`config.mk`:
```
export PLATFORM = sky130hd
export DESIGN_NAME = mem_arbiter_flat
export DESIGN_NICKNAME = d
export VERILOG_FILES = /design/src/rtl/mem_arbiter_if.sv /design/src/rtl/mem_arbiter.sv /design/src/flat_wrapper.sv
export SDC_FILE = /design/constraint.sdc
export NUM_CORES = 1
export LEC_CHECK = 0
export CAP_MARGIN = 15
export CORE_AREA = 2 2 105 107
export CTS_BUF_LIST = sky130_fd_sc_hd__clkbuf_16
export CTS_CLUSTER_SIZE = 40
export DETAILED_ROUTE_END_ITERATION = 10
export DIE_AREA = 0 0 107 109
export MAX_ROUTING_LAYER = met4
export PLACE_DENSITY = 0.62
export SLEW_MARGIN = 15
export SYNTH_ARGS = -nofsm -noshare
export SYNTH_HDL_FRONTEND = slang
export SYNTH_SLANG_ARGS = --single-unit
```
`constraint.sdc`:
```
create_clock -name clk -period 3 [get_ports clk]
set_clock_uncertainty 0.15 [all_clocks]
set_input_delay 0.45 -clock clk [delete_from_list [all_inputs] [get_ports clk]]
set_output_delay 0.45 -clock clk [all_outputs]
set_load 0.05 [all_outputs]
```
`src/rtl/mem_arbiter_if.sv`:
```
`default_nettype none
// ============================================================================
//  Module      : mem_arbiter_if
//  Description : Bundle of fetch-port, data-port and memory-side signals
//                that connect the two requesters, mem_arbiter and memory.
//                Signal names keep the arbiter's point of view: the _i
//                signals are arbiter inputs and the _o signals are arbiter
//                outputs.
//  Modports    : slave  - arbiter side (takes requests, drives grants,
//                         responses and the memory control lines)
//                master - environment side (requesters plus memory)
//  Revision    : 1.0  initial release
// ============================================================================
interface mem_arbiter_if #(
    parameter int AWIDTH = 32,
    parameter int DWIDTH = 32
);
    // Fetch port
    logic              f_req_i;
    logic [AWIDTH-1:0] f_addr_i;
    logic              f_gnt_o;
    logic              f_rsp_valid_o;
    logic [DWIDTH-1:0] f_rsp_data_o;
    // Data port
    logic              d_req_i;
    logic              d_we_i;
    logic [AWIDTH-1:0] d_addr_i;
    logic [DWIDTH-1:0] d_wdata_i;
    logic              d_gnt_o;
    logic              d_rsp_valid_o;
    logic [DWIDTH-1:0] d_rsp_data_o;
    // Memory side
    logic [AWIDTH-1:0] mem_addr_o;
    logic [DWIDTH-1:0] mem_data_o;
    logic              mem_read_en_o;
    logic              mem_write_en_o;
    logic [DWIDTH-1:0] mem_data_i;

    modport slave (
        input  f_req_i, f_addr_i,
        input  d_req_i, d_we_i, d_addr_i, d_wdata_i,
        input  mem_data_i,
        output f_gnt_o, f_rsp_valid_o, f_rsp_data_o,
        output d_gnt_o, d_rsp_valid_o, d_rsp_data_o,
        output mem_addr_o, mem_data_o, mem_read_en_o, mem_write_en_o
    );

    modport master (
        output f_req_i, f_addr_i,
        output d_req_i, d_we_i, d_addr_i, d_wdata_i,
        output mem_data_i,
        input  f_gnt_o, f_rsp_valid_o, f_rsp_data_o,
        input  d_gnt_o, d_rsp_valid_o, d_rsp_data_o,
        input  mem_addr_o, mem_data_o, mem_read_en_o, mem_write_en_o
    );
endinterface
`default_nettype wire

```
`src/rtl/mem_arbiter.sv`:
```
`default_nettype none
// ============================================================================
//  Module      : mem_arbiter
//  Description : Shares one memory between the fetch port and the data
//                (load/store) port. At most one access is granted per
//                cycle, round-robin on a tie. Each granted access is
//                tracked through a MEM_LAT-deep tag pipeline so that the
//                returning read data / write acknowledge is steered to the
//                port that issued it.
//  Ports       : clk, rst  - clock, synchronous active-high reset
//                bus       - mem_arbiter_if.slave (fetch port, data port,
//                            memory address/data/enables and read data)
//  Revision    : 1.0  initial release
// ============================================================================
module mem_arbiter #(
    parameter int AWIDTH  = 32,
    parameter int DWIDTH  = 32,
    parameter int MEM_LAT = 1      // memory read latency, 1..4
) (
    input  wire logic    clk,
    input  wire logic    rst,
    mem_arbiter_if.slave bus
);

    localparam logic c_OWNER_FETCH = 1'b0;
    localparam logic c_OWNER_DATA  = 1'b1;

    logic               r_last_owner;
    logic [MEM_LAT-1:0] r_pipe_valid;
    logic [MEM_LAT-1:0] r_pipe_owner;
    logic [MEM_LAT-1:0] r_pipe_write;

    logic w_f_gnt;
    logic w_d_gnt;
    logic w_rsp_valid;
    logic w_rsp_owner;
    logic w_rsp_write;
    logic w_f_rsp_valid;
    logic w_d_rsp_valid;

    // ------------------------------------------------------------------
    // Grant: a lone requester always wins; on a tie the port that did not
    // own the previous grant wins. Nothing is granted while in reset.
    // ------------------------------------------------------------------
    always_comb begin
        w_f_gnt = 1'b0;
        w_d_gnt = 1'b0;
        if (!rst) begin
            if (bus.f_req_i && bus.d_req_i) begin
                w_d_gnt = (r_last_owner == c_OWNER_FETCH);
                w_f_gnt = (r_last_owner == c_OWNER_DATA);
            end else begin
                w_f_gnt = bus.f_req_i;
                w_d_gnt = bus.d_req_i;
            end
        end
    end

    assign bus.f_gnt_o = w_f_gnt;
    assign bus.d_gnt_o = w_d_gnt;

    // ------------------------------------------------------------------
    // Memory drive: the granted request goes straight to memory in the
    // grant cycle; the bus is fully zeroed when idle.
    // ------------------------------------------------------------------
    always_comb begin
        bus.mem_addr_o     = '0;
        bus.mem_data_o     = '0;
        bus.mem_read_en_o  = 1'b0;
        bus.mem_write_en_o = 1'b0;
        if (w_f_gnt) begin
            bus.mem_addr_o    = bus.f_addr_i;
            bus.mem_read_en_o = 1'b1;
        end else if (w_d_gnt) begin
            bus.mem_addr_o     = bus.d_addr_i;
            bus.mem_data_o     = bus.d_wdata_i;
            bus.mem_read_en_o  = !bus.d_we_i;
            bus.mem_write_en_o = bus.d_we_i;
        end
    end

    // ------------------------------------------------------------------
    // Round-robin history and tag pipeline. Stage 0 captures the grant;
    // the pipeline advances every cycle, so the last stage lines up with
    // the memory's read data exactly MEM_LAT cycles after the grant edge.
    // ------------------------------------------------------------------
    always_ff @(posedge clk) begin
        if (rst) begin
            r_last_owner <= c_OWNER_FETCH;
            r_pipe_valid <= '0;
            r_pipe_owner <= '0;
            r_pipe_write <= '0;
        end else begin
            if (w_f_gnt) begin
                r_last_owner <= c_OWNER_FETCH;
            end else if (w_d_gnt) begin
                r_last_owner <= c_OWNER_DATA;
            end
            r_pipe_valid[0] <= w_f_gnt | w_d_gnt;
            r_pipe_owner[0] <= w_d_gnt;
            r_pipe_write[0] <= w_d_gnt & bus.d_we_i;
            for (int i = 1; i < MEM_LAT; i++) begin
                r_pipe_valid[i] <= r_pipe_valid[i-1];
                r_pipe_owner[i] <= r_pipe_owner[i-1];
                r_pipe_write[i] <= r_pipe_write[i-1];
            end
        end
    end

    // ------------------------------------------------------------------
    // Response steering. The pipeline is only cleared on the reset edge,
    // so the last stage is also masked by rst to keep responses quiet
    // during the first reset cycle.
    // ------------------------------------------------------------------
    assign w_rsp_valid   = r_pipe_valid[MEM_LAT-1] && !rst;
    assign w_rsp_owner   = r_pipe_owner[MEM_LAT-1];
    assign w_rsp_write   = r_pipe_write[MEM_LAT-1];
    assign w_f_rsp_valid = w_rsp_valid && (w_rsp_owner == c_OWNER_FETCH);
    assign w_d_rsp_valid = w_rsp_valid && (w_rsp_owner == c_OWNER_DATA);

    assign bus.f_rsp_valid_o = w_f_rsp_valid;
    assign bus.f_rsp_data_o  = w_f_rsp_valid ? bus.mem_data_i : '0;
    assign bus.d_rsp_valid_o = w_d_rsp_valid;
    // Write acknowledges carry no data.
    assign bus.d_rsp_data_o  = (w_d_rsp_valid && !w_rsp_write) ? bus.mem_data_i : '0;

endmodule
`default_nettype wire

```
`src/flat_wrapper.sv`:
```
// flat-port wrapper written by rule: the top's interface ports become plain ports
module mem_arbiter_flat 
#(
    parameter int AWIDTH  = 32,
    parameter int DWIDTH  = 32,
    parameter int MEM_LAT = 1                                  
)
  (clk, rst, bus_f_req_i, bus_f_addr_i, bus_d_req_i, bus_d_we_i, bus_d_addr_i, bus_d_wdata_i, bus_mem_data_i, bus_f_gnt_o, bus_f_rsp_valid_o, bus_f_rsp_data_o, bus_d_gnt_o, bus_d_rsp_valid_o, bus_d_rsp_data_o, bus_mem_addr_o, bus_mem_data_o, bus_mem_read_en_o, bus_mem_write_en_o);
  mem_arbiter_if #(.AWIDTH(AWIDTH), .DWIDTH(DWIDTH)) bus_i ();
  input  wire logic clk;
  input  wire logic rst;
  input wire logic [$bits(bus_i.f_req_i)-1:0] bus_f_req_i;
  input wire logic [$bits(bus_i.f_addr_i)-1:0] bus_f_addr_i;
  input wire logic [$bits(bus_i.d_req_i)-1:0] bus_d_req_i;
  input wire logic [$bits(bus_i.d_we_i)-1:0] bus_d_we_i;
  input wire logic [$bits(bus_i.d_addr_i)-1:0] bus_d_addr_i;
  input wire logic [$bits(bus_i.d_wdata_i)-1:0] bus_d_wdata_i;
  input wire logic [$bits(bus_i.mem_data_i)-1:0] bus_mem_data_i;
  output wire logic [$bits(bus_i.f_gnt_o)-1:0] bus_f_gnt_o;
  output wire logic [$bits(bus_i.f_rsp_valid_o)-1:0] bus_f_rsp_valid_o;
  output wire logic [$bits(bus_i.f_rsp_data_o)-1:0] bus_f_rsp_data_o;
  output wire logic [$bits(bus_i.d_gnt_o)-1:0] bus_d_gnt_o;
  output wire logic [$bits(bus_i.d_rsp_valid_o)-1:0] bus_d_rsp_valid_o;
  output wire logic [$bits(bus_i.d_rsp_data_o)-1:0] bus_d_rsp_data_o;
  output wire logic [$bits(bus_i.mem_addr_o)-1:0] bus_mem_addr_o;
  output wire logic [$bits(bus_i.mem_data_o)-1:0] bus_mem_data_o;
  output wire logic [$bits(bus_i.mem_read_en_o)-1:0] bus_mem_read_en_o;
  output wire logic [$bits(bus_i.mem_write_en_o)-1:0] bus_mem_write_en_o;
  assign bus_i.f_req_i = bus_f_req_i;
  assign bus_i.f_addr_i = bus_f_addr_i;
  assign bus_i.d_req_i = bus_d_req_i;
  assign bus_i.d_we_i = bus_d_we_i;
  assign bus_i.d_addr_i = bus_d_addr_i;
  assign bus_i.d_wdata_i = bus_d_wdata_i;
  assign bus_i.mem_data_i = bus_mem_data_i;
  assign bus_f_gnt_o = bus_i.f_gnt_o;
  assign bus_f_rsp_valid_o = bus_i.f_rsp_valid_o;
  assign bus_f_rsp_data_o = bus_i.f_rsp_data_o;
  assign bus_d_gnt_o = bus_i.d_gnt_o;
  assign bus_d_rsp_valid_o = bus_i.d_rsp_valid_o;
  assign bus_d_rsp_data_o = bus_i.d_rsp_data_o;
  assign bus_mem_addr_o = bus_i.mem_addr_o;
  assign bus_mem_data_o = bus_i.mem_data_o;
  assign bus_mem_read_en_o = bus_i.mem_read_en_o;
  assign bus_mem_write_en_o = bus_i.mem_write_en_o;
  mem_arbiter #(.AWIDTH(AWIDTH), .DWIDTH(DWIDTH), .MEM_LAT(MEM_LAT)) u_core (.clk(clk), .rst(rst), .bus(bus_i));
endmodule
```
* Word-level counts from Yosys, hierarchy flattened
Index checks and enable logic that the tools add are counted.
Storage, ports and cells: bits in writable memories 0, input bits 133, bits in latches 0, memories 0, flip-flop bits (word level) 4, ROM bits 0
Cells by class: eq/ne operators 0, shifts and indexed selects 0, multipliers 0, add/subtract/negate cells 0, multiplexer cells 14, reduce and logical (&&, ||, !) cells 9, bitwise operators 4, order comparisons 0, divide/modulo/power cells 0
Operators with widths (count):
- $mux 32 | 6
- $mux 1 | 8
- $logic_and 1x1->1 | 5
- $logic_not 1->1 | 3
- $not 1->1 | 2
- $reduce_or 2->1 | 1
- $and 1x1->1 | 1
- $or 1x1->1 | 1

* Logic depth before layout (Yosys ltp)
Gate-level depths: netlist of the first run.
depth after elaboration 5, gate-level depth with buffers 5, gate-level depth less buffers 3

* Least setup slack after synthesis of the first run
Ideal clock, no wire load.
path kind input to output, from input rst, to output bus_f_rsp_data_o[22], buffers on the path 1, data required time 2.400 ns, arrival 1.813 ns, setup slack 0.587 ns, stages 3, cells stage by stage nor3b_2 > clkbuf_1 > and2_1
Between the ends: longest elaborated chain between the ends 4
RTL lines:
- from (decl) | line flat_wrapper.sv:11 | input wire logic rst;
- $logic_not 1->1 | line mem_arbiter.sv:115 | assign w_rsp_valid = r_pipe_valid[MEM_LAT-1] && !rst;
- $logic_and 1x1->1 | line mem_arbiter.sv:115
- $logic_and 1x1->1 | line mem_arbiter.sv:118 | assign w_f_rsp_valid = w_rsp_valid && (w_rsp_owner == c_OWNER_FETCH);
- named net bus_f_rsp_valid_o | line flat_wrapper.sv:20 | output wire logic [$bits(bus_i.f_rsp_valid_o)-1:0] bus_f_rsp_valid_o;
- $mux 32 | line mem_arbiter.sv:122 | assign bus.f_rsp_data_o = w_f_rsp_valid ? bus.mem_data_i : '0;
- to (decl) | line flat_wrapper.sv:21 | output wire logic [$bits(bus_i.f_rsp_data_o)-1:0] bus_f_rsp_data_o;
The timed path passes the listed nets, and every way through them passes these cells.

* Worst setup path after layout of the first run
from input bus_f_req_i, to output bus_mem_data_o[3]
Between the ends: longest elaborated chain between the ends 5, elaborated cells between the ends (all ways) 7, those cells by class mux: 6; reduce/logical: 1
RTL lines:
- from (decl) | line flat_wrapper.sv:12 | input wire logic [$bits(bus_i.f_req_i)-1:0] bus_f_req_i;
- $logic_and 1x1->1 | line mem_arbiter.sv:49 | if (bus.f_req_i && bus.d_req_i) begin
- $mux 1 | line mem_arbiter.sv:49
- $mux 1 | line mem_arbiter.sv:48 | if (!rst) begin
- $mux 32 | line mem_arbiter.sv:74 | end else if (w_d_gnt) begin
- $mux 32 (*) | line mem_arbiter.sv:71 | if (w_f_gnt) begin
- to (decl) | line flat_wrapper.sv:26 | output wire logic [$bits(bus_i.mem_data_o)-1:0] bus_mem_data_o;
Mark *: on every way between the ends. The rest lies on a longest branch, timed or not.

==> reports/results.ini, run 1 <==
[finish]
antenna_cells=0
final_common_cell=buf_12
layout_common_cells=buf_12, clkdlybuf4s50_1, and2_1
final_layout_size_suffix_gt1_frac=0.326
area_growth_pct=309
nets=592
n_fill_cell=929

[timing]
max_slew.worst_pin.slew_ns=0.512
finalHoldViolCount=0
post-route-period-util=0.908
slew_violations=0
max_slew_margin=0.658
max_freq_mhz=367
finalSetupTns_ns=0
layout_setup_ws_ns=0.276
period_needed_ns=2.72
rsz0062_at_grt=false
setup_viol=0

[global_route]
grt-ovfl-total=0
antenna_found_initial=0
grt_pass1_wl_um=13900
track_usage=0.159
first_global_vias=2420
grt_max_degree=38

[critical_path]
ff2ff_path_depth=4
cp.arrival_ns=2.12
cp.required_ns=2.40
r2r_slack_ns=1.68
path_cells=clkdlybuf4s50_1, and2_4, nor3b_4, buf_4, and2_1, buf_12
r2r_start=u_core.r_last_owner$_SDFFE_PP0P_
crit_type=input pin to primary output
cpPeakStageDelay_ns=0.56
critPathLaunchType=input pin
cp_slowest_cell=clkdlybuf4s50_1
cp_max_fo=35
cp-end-kind=primary output
regToRegEndpoint=u_core.r_pipe_write$_SDFF_PP0_

[detailed_routing]
drc=0
ant_nets=0
drt_iter0_drc=143
avgRoutedWirePerCell_um=16.0
wl_met3_um=1060
vias=2482
wl_met1_um=3320
routed.top_layer=met4
wl_um=9540
viasPerCell=4.16
met2WireLength_um=5090
dr.pass1.iters=4

[hold_path]
hold_class=register to register
hold_end=u_core.r_last_owner$_SDFFE_PP0P_
hp-start=u_core.r_last_owner$_SDFFE_PP0P_
hold_depth=2

[pwr]
p_sw_w=0.000458
p_clk_frac=0.180
power_frac_comb=0.768
p_leak_nw=2.18
swShare=0.402
p_int_w=0.000681
irDropWorstVdd_uv=202
powerDensity_nw_per_um2=207
p_seq_frac=0.052

[place]
io_buffers=266
post-dp-hpwl_um=8530
dp_slack_ns=0.250
routabilityCongestion=0.849

[clocking]
postCtsSetupRepairBufs=0
clk_path_buf_depth=2
insertion_delay_ns=0.22
cts.repair.resized=0
clkSinkCount=4
cts_buffers=3
cts_tree=yes
holdBufCountCts=0
cts-htree-levels=1
cts-root-buf=clkbuf_16
clk_pin_slew_ns=0.03

[synth]
synth_seq_cells=4
ys_types=19
syn-num-nets=339
synth_warnings=0
synth_area_um2=1350
syn_avg_cell_area_um2=6.54
syn-instance-count=206
ys_seq_area_frac=0.0595

[floorplanning]
initial_utilization=0.127
die_area_um2=11700
core_area_um2=10600
io-pin-count=267
die_w_um=107
num_rows=38
die_h_um=109

[flow_run]
cap_violations=0

[status]
status=finished clean

==> area by class of cell <==
type                    count  area, µm²  area share
clock buffers               3       75.1      0.0136
multi-input cells         178       1140       0.206
flip-flops and latches      4       80.1      0.0145
well taps                 140        175      0.0318
repair buffers            272       4040       0.734
==> synthesized netlist by cell type (all sizes together) <==
cell / instances / share of area
nor2: 36 / 0.10
and2: 98 / 0.46
nand2b: 2 / 0.0093
clkbuf: 11 / 0.031
and3b: 2 / 0.013
a21oi: 1 / 0.0037
a32oi: 32 / 0.21
nor3b: 3 / 0.029
nand2: 1 / 0.0028
nor3: 1 / 0.0037
dfxtp: 4 / 0.059
a21boi: 1 / 0.0084
and4bb: 1 / 0.0093
buf: 13 / 0.065
==> worst max-delay path by stage <==
stage                 from                    to  slack (ns)  cells past startpoint
2_1_floorplan          rst  bus_f_rsp_data_o[22]        0.59                      3
3_3_place_gp   bus_d_req_i    bus_mem_addr_o[19]        0.29                      6
3_5_place_dp   bus_d_req_i    bus_mem_addr_o[19]        0.25                      6
4_1_cts        bus_d_req_i    bus_mem_addr_o[19]        0.24                      6
5_1_grt        bus_d_req_i    bus_mem_addr_o[19]        0.14                      6
6_report       bus_f_req_i     bus_mem_data_o[3]        0.28                      6
==> power by group through the flow <==
stage	sequential [W]	clock, W	combinational (W)
floorplan	0.0000595	0	0.000365
global placement	0.0000599	0	0.000872
detailed placement	0.0000603	0	0.000880
CTS	0.0000597	0.000209	0.000881
global route	0.0000604	0.000215	0.000910
finish	0.0000597	0.000205	0.000874
==> cell families after synthesis <==
family	after synthesis	synth area share
simple gates	144	0.625
compound gates	34	0.220
buf+inv	24	0.0957
flops	4	0.0595
==> critical path, delay by kind of cell <==
| family | cells | cell delay [ns] |
|---|---|---|
| buffers and inverters | 3 | 1.00 |
| and+or+nand+nor | 3 | 0.66 |
==> routing by layer <==
| metal | up-vias | track usage |
|---|---|---|
| li1 | 1208 | - |
| met1 | 1111 | 0.166 |
| met2 | 159 | 0.299 |
| met3 | 4 | 0.0562 |
| met4 | 0 | 0.0158 |
| met5 | - | - |
==> sequential cells by signal, indices dropped and copies added, names as in the netlist <==
signal	count
u_core.r_pipe_owner	1
u_core.r_pipe_valid	1
u_core.r_pipe_write	1
u_core.r_last_owner	1
==> metrics by stage <==
step                cells   util  hold WS (ns)  total power, W  instance area [µm²]
floorplan             206      -         0.350        0.000425                 1350
global placement      594  0.513         0.365        0.000932                 5440
detailed placement    594  0.513         0.378        0.000940                 5440
CTS                   597  0.520         0.392         0.00115                 5510
global route          597  0.520         0.437         0.00119                 5510
finish                597  0.520         0.396         0.00114                 5510
No activity file was read; power rests on OpenSTA's default activity.
==> run 2, diff against run 1 <==
--- a/config.mk
+++ b/config.mk
@@ -6,13 +6,15 @@
 export NUM_CORES = 1
 export LEC_CHECK = 0
 export CAP_MARGIN = 15
-export CORE_AREA = 2 2 105 107
+export CORE_AREA = 2 2 103 105
 export CTS_BUF_LIST = sky130_fd_sc_hd__clkbuf_16
 export CTS_CLUSTER_SIZE = 40
 export DETAILED_ROUTE_END_ITERATION = 10
-export DIE_AREA = 0 0 107 109
+export DIE_AREA = 0 0 105 107
+export DONT_BUFFER_PORTS = 1
+export GPL_ROUTABILITY_DRIVEN = 0
 export MAX_ROUTING_LAYER = met4
-export PLACE_DENSITY = 0.62
+export PLACE_DENSITY = 0.3
 export SLEW_MARGIN = 15
 export SYNTH_ARGS = -nofsm -noshare
 export SYNTH_HDL_FRONTEND = slang
==> run 2 against run 1 <==
Against the previous run:
- first-iteration DRC count is 34% lower
- cell area fell by 63%
- register-to-register slack got worse by 0.08 ns
- combinational power fell by 50%
- clock power up 3%
- via count shrank 30%
- clock-buffer cell count unchanged
- non-clock buffer count is 200 lower
- sequential cell count unchanged
- wire length decreased by 35%
- cell count down 34%
==> reports/results.ini, run 2 (synthesis gave the netlist of run 1 again) <==
[hold_path]
hp-start=rst
hold_depth=1  ; -1
hold_class=input pin to register

[place]
placed_cells=390  ; -34%
io_buffers=0  ; -100%
dp_slack_ns=0.830  ; +0.580 ns

[finish]
layout_common_cells=and2_1, buf_4, nor2_1
area_growth_pct=50.2
antenna_cells=0  ; unchanged
final_common_cell=and2_1
final_layout_size_suffix_gt1_frac=0.311  ; -0.0148
nets=392  ; -34%
finalNonFillerCells=393  ; -34%

[critical_path]
r2r_slack_ns=1.60  ; -0.08 ns
cpPeakStageDelay_ns=0.47  ; -0.09 ns
endpoint=bus_mem_addr_o[31]
cp_max_fo=22  ; -37%
cp.required_ns=2.40  ; about the same
r2r_start=u_core.r_last_owner$_SDFFE_PP0P_
cp-end-kind=primary output
cp_slowest_cell=nand2b_1
regToRegEndpoint=u_core.r_pipe_write$_SDFF_PP0_
path_cells=nand2b_1, buf_12, a32oi_1, nor2_1, buf_4
ff2ff_path_depth=4  ; unchanged
critPathLaunch=u_core.r_last_owner$_SDFFE_PP0P_
crit_type=register to primary output
critPathLaunchType=register
cp.arrival_ns=1.75  ; -0.37 ns

[timing]
slew_violations=0  ; unchanged
max_slew_margin=0.639  ; -0.0196
max_freq_mhz=426  ; +16%
max_slew.worst_pin.slew_ns=0.542  ; +0.0293 ns
period_needed_ns=2.35  ; -0.374 ns
setup_viol=0  ; unchanged
post-route-period-util=0.783  ; -0.125
finalHoldViolCount=0  ; unchanged
finalSetupTns_ns=0  ; unchanged
rsz0062_at_grt=false
layout_setup_ws_ns=0.650  ; +0.374 ns

[floorplanning]
num_rows=37  ; -2.6%
initial_utilization=0.133  ; +0.00642
die_area_um2=11200  ; -3.7%
die_h_um=107  ; -1.8%
die_w_um=105  ; -1.9%
core_area_um2=10100  ; -4.8%
io-pin-count=267  ; unchanged

[detailed_routing]
drc=0  ; unchanged
dr.pass1.iters=4  ; unchanged
ant_nets=0  ; unchanged
viasPerCell=4.40  ; +5.9%
drt_iter0_drc=95  ; -34%
avgRoutedWirePerCell_um=15.7  ; -1.5%
vias=1731  ; -30%
wl_um=6190  ; -35%

[global_route]
grt_max_degree=42  ; +11%
track_usage=0.0970  ; -0.0622
antenna_found_initial=0  ; unchanged
first_global_vias=1531  ; -37%
grt_pass1_wl_um=8320  ; -40%
grt-ovfl-total=0  ; unchanged

[clocking]
insertion_delay_ns=0.23  ; about the same
cts_buffers=3  ; unchanged
clkSinkCount=4  ; unchanged
postCtsSetupRepairBufs=0  ; unchanged
holdBufCountCts=0  ; unchanged
cts_tree=yes
cts-htree-levels=1  ; unchanged
cts.repair.resized=0  ; unchanged
cts-root-buf=clkbuf_16
clk_pin_slew_ns=0.03  ; about the same
clk_path_buf_depth=2  ; unchanged

[pwr]
p_leak_nw=0.899  ; -59%
powerDensity_nw_per_um2=351  ; +70%
irDropWorstVdd_uv=160  ; -21%

[status]
status=finished clean

[flow_run]
cap_violations=0  ; unchanged

-- run 2: cell types whose count changed in the layout (fill, tap and decap cells not counted), sizes merged --
cell / delta
clkbuf: -1
clkdlybuf4s50: -131
buf: -68
-- run 2: routing by layer --
layer	GRT usage	vias to the layer above	wire length [µm]
li1	-	803	-
met1	0.103	778	2280
met2	0.185	150	3270
met3	0.0304	0	632
met4	0.00571	0	0
met5	-	-	0
-- run 2: how the worst min path moves through the flow --
| stage | slack (ns) | end |
|---|---|---|
| after global placement | 0.37 | u_core.r_last_owner$_SDFFE_PP0P_ |
| after detailed placement | 0.38 | u_core.r_last_owner$_SDFFE_PP0P_ |
| after floorplan | 0.35 | u_core.r_last_owner$_SDFFE_PP0P_ |
| after CTS | 0.15 | u_core.r_pipe_valid$_SDFF_PP0_ |
| after global routing | 0.16 | u_core.r_pipe_valid$_SDFF_PP0_ |
| final | 0.17 | u_core.r_pipe_valid$_SDFF_PP0_ |
-- run 2: layout make-up --
cell class / count / area [µm²]
Sequential cell: 4 / 80.1
Fill cell: 1142 / 8070
Tap cell: 136 / 170
Timing Repair Buffer: 72 / 553
Clock buffer: 3 / 75.1
Multi-Input combinational cell: 178 / 1140
-- run 2: power by group --
part | total [W] | switching [W] | internal [W]
Clock | 0.000211 | 0.0000404 | 0.000171
Sequential | 0.0000601 | 0.00000308 | 0.0000570
Combinational | 0.000439 | 0.000324 | 0.000115
-- run 2: worst max-delay path: cells and delay by family, from the launching register on --
kind / cells / cell delay [ns]
DFF: 1 / 0.37
and+or+nand+nor: 2 / 0.60
buffers and inverters: 2 / 0.44
AOI/OAI and AO/OA: 1 / 0.11
-- run 2: metrics by stage --
step	utilization	cell area (µm²)	total power [W]	hold slack, ns
2_1_floorplan	-	1350	0.000425	0.350
3_3_place_gp	0.193	1950	0.000502	0.365
3_5_place_dp	0.193	1950	0.000502	0.380
4_1_cts	0.200	2020	0.000714	0.155
5_1_grt	0.200	2020	0.000734	0.162
6_report	0.200	2020	0.000710	0.169
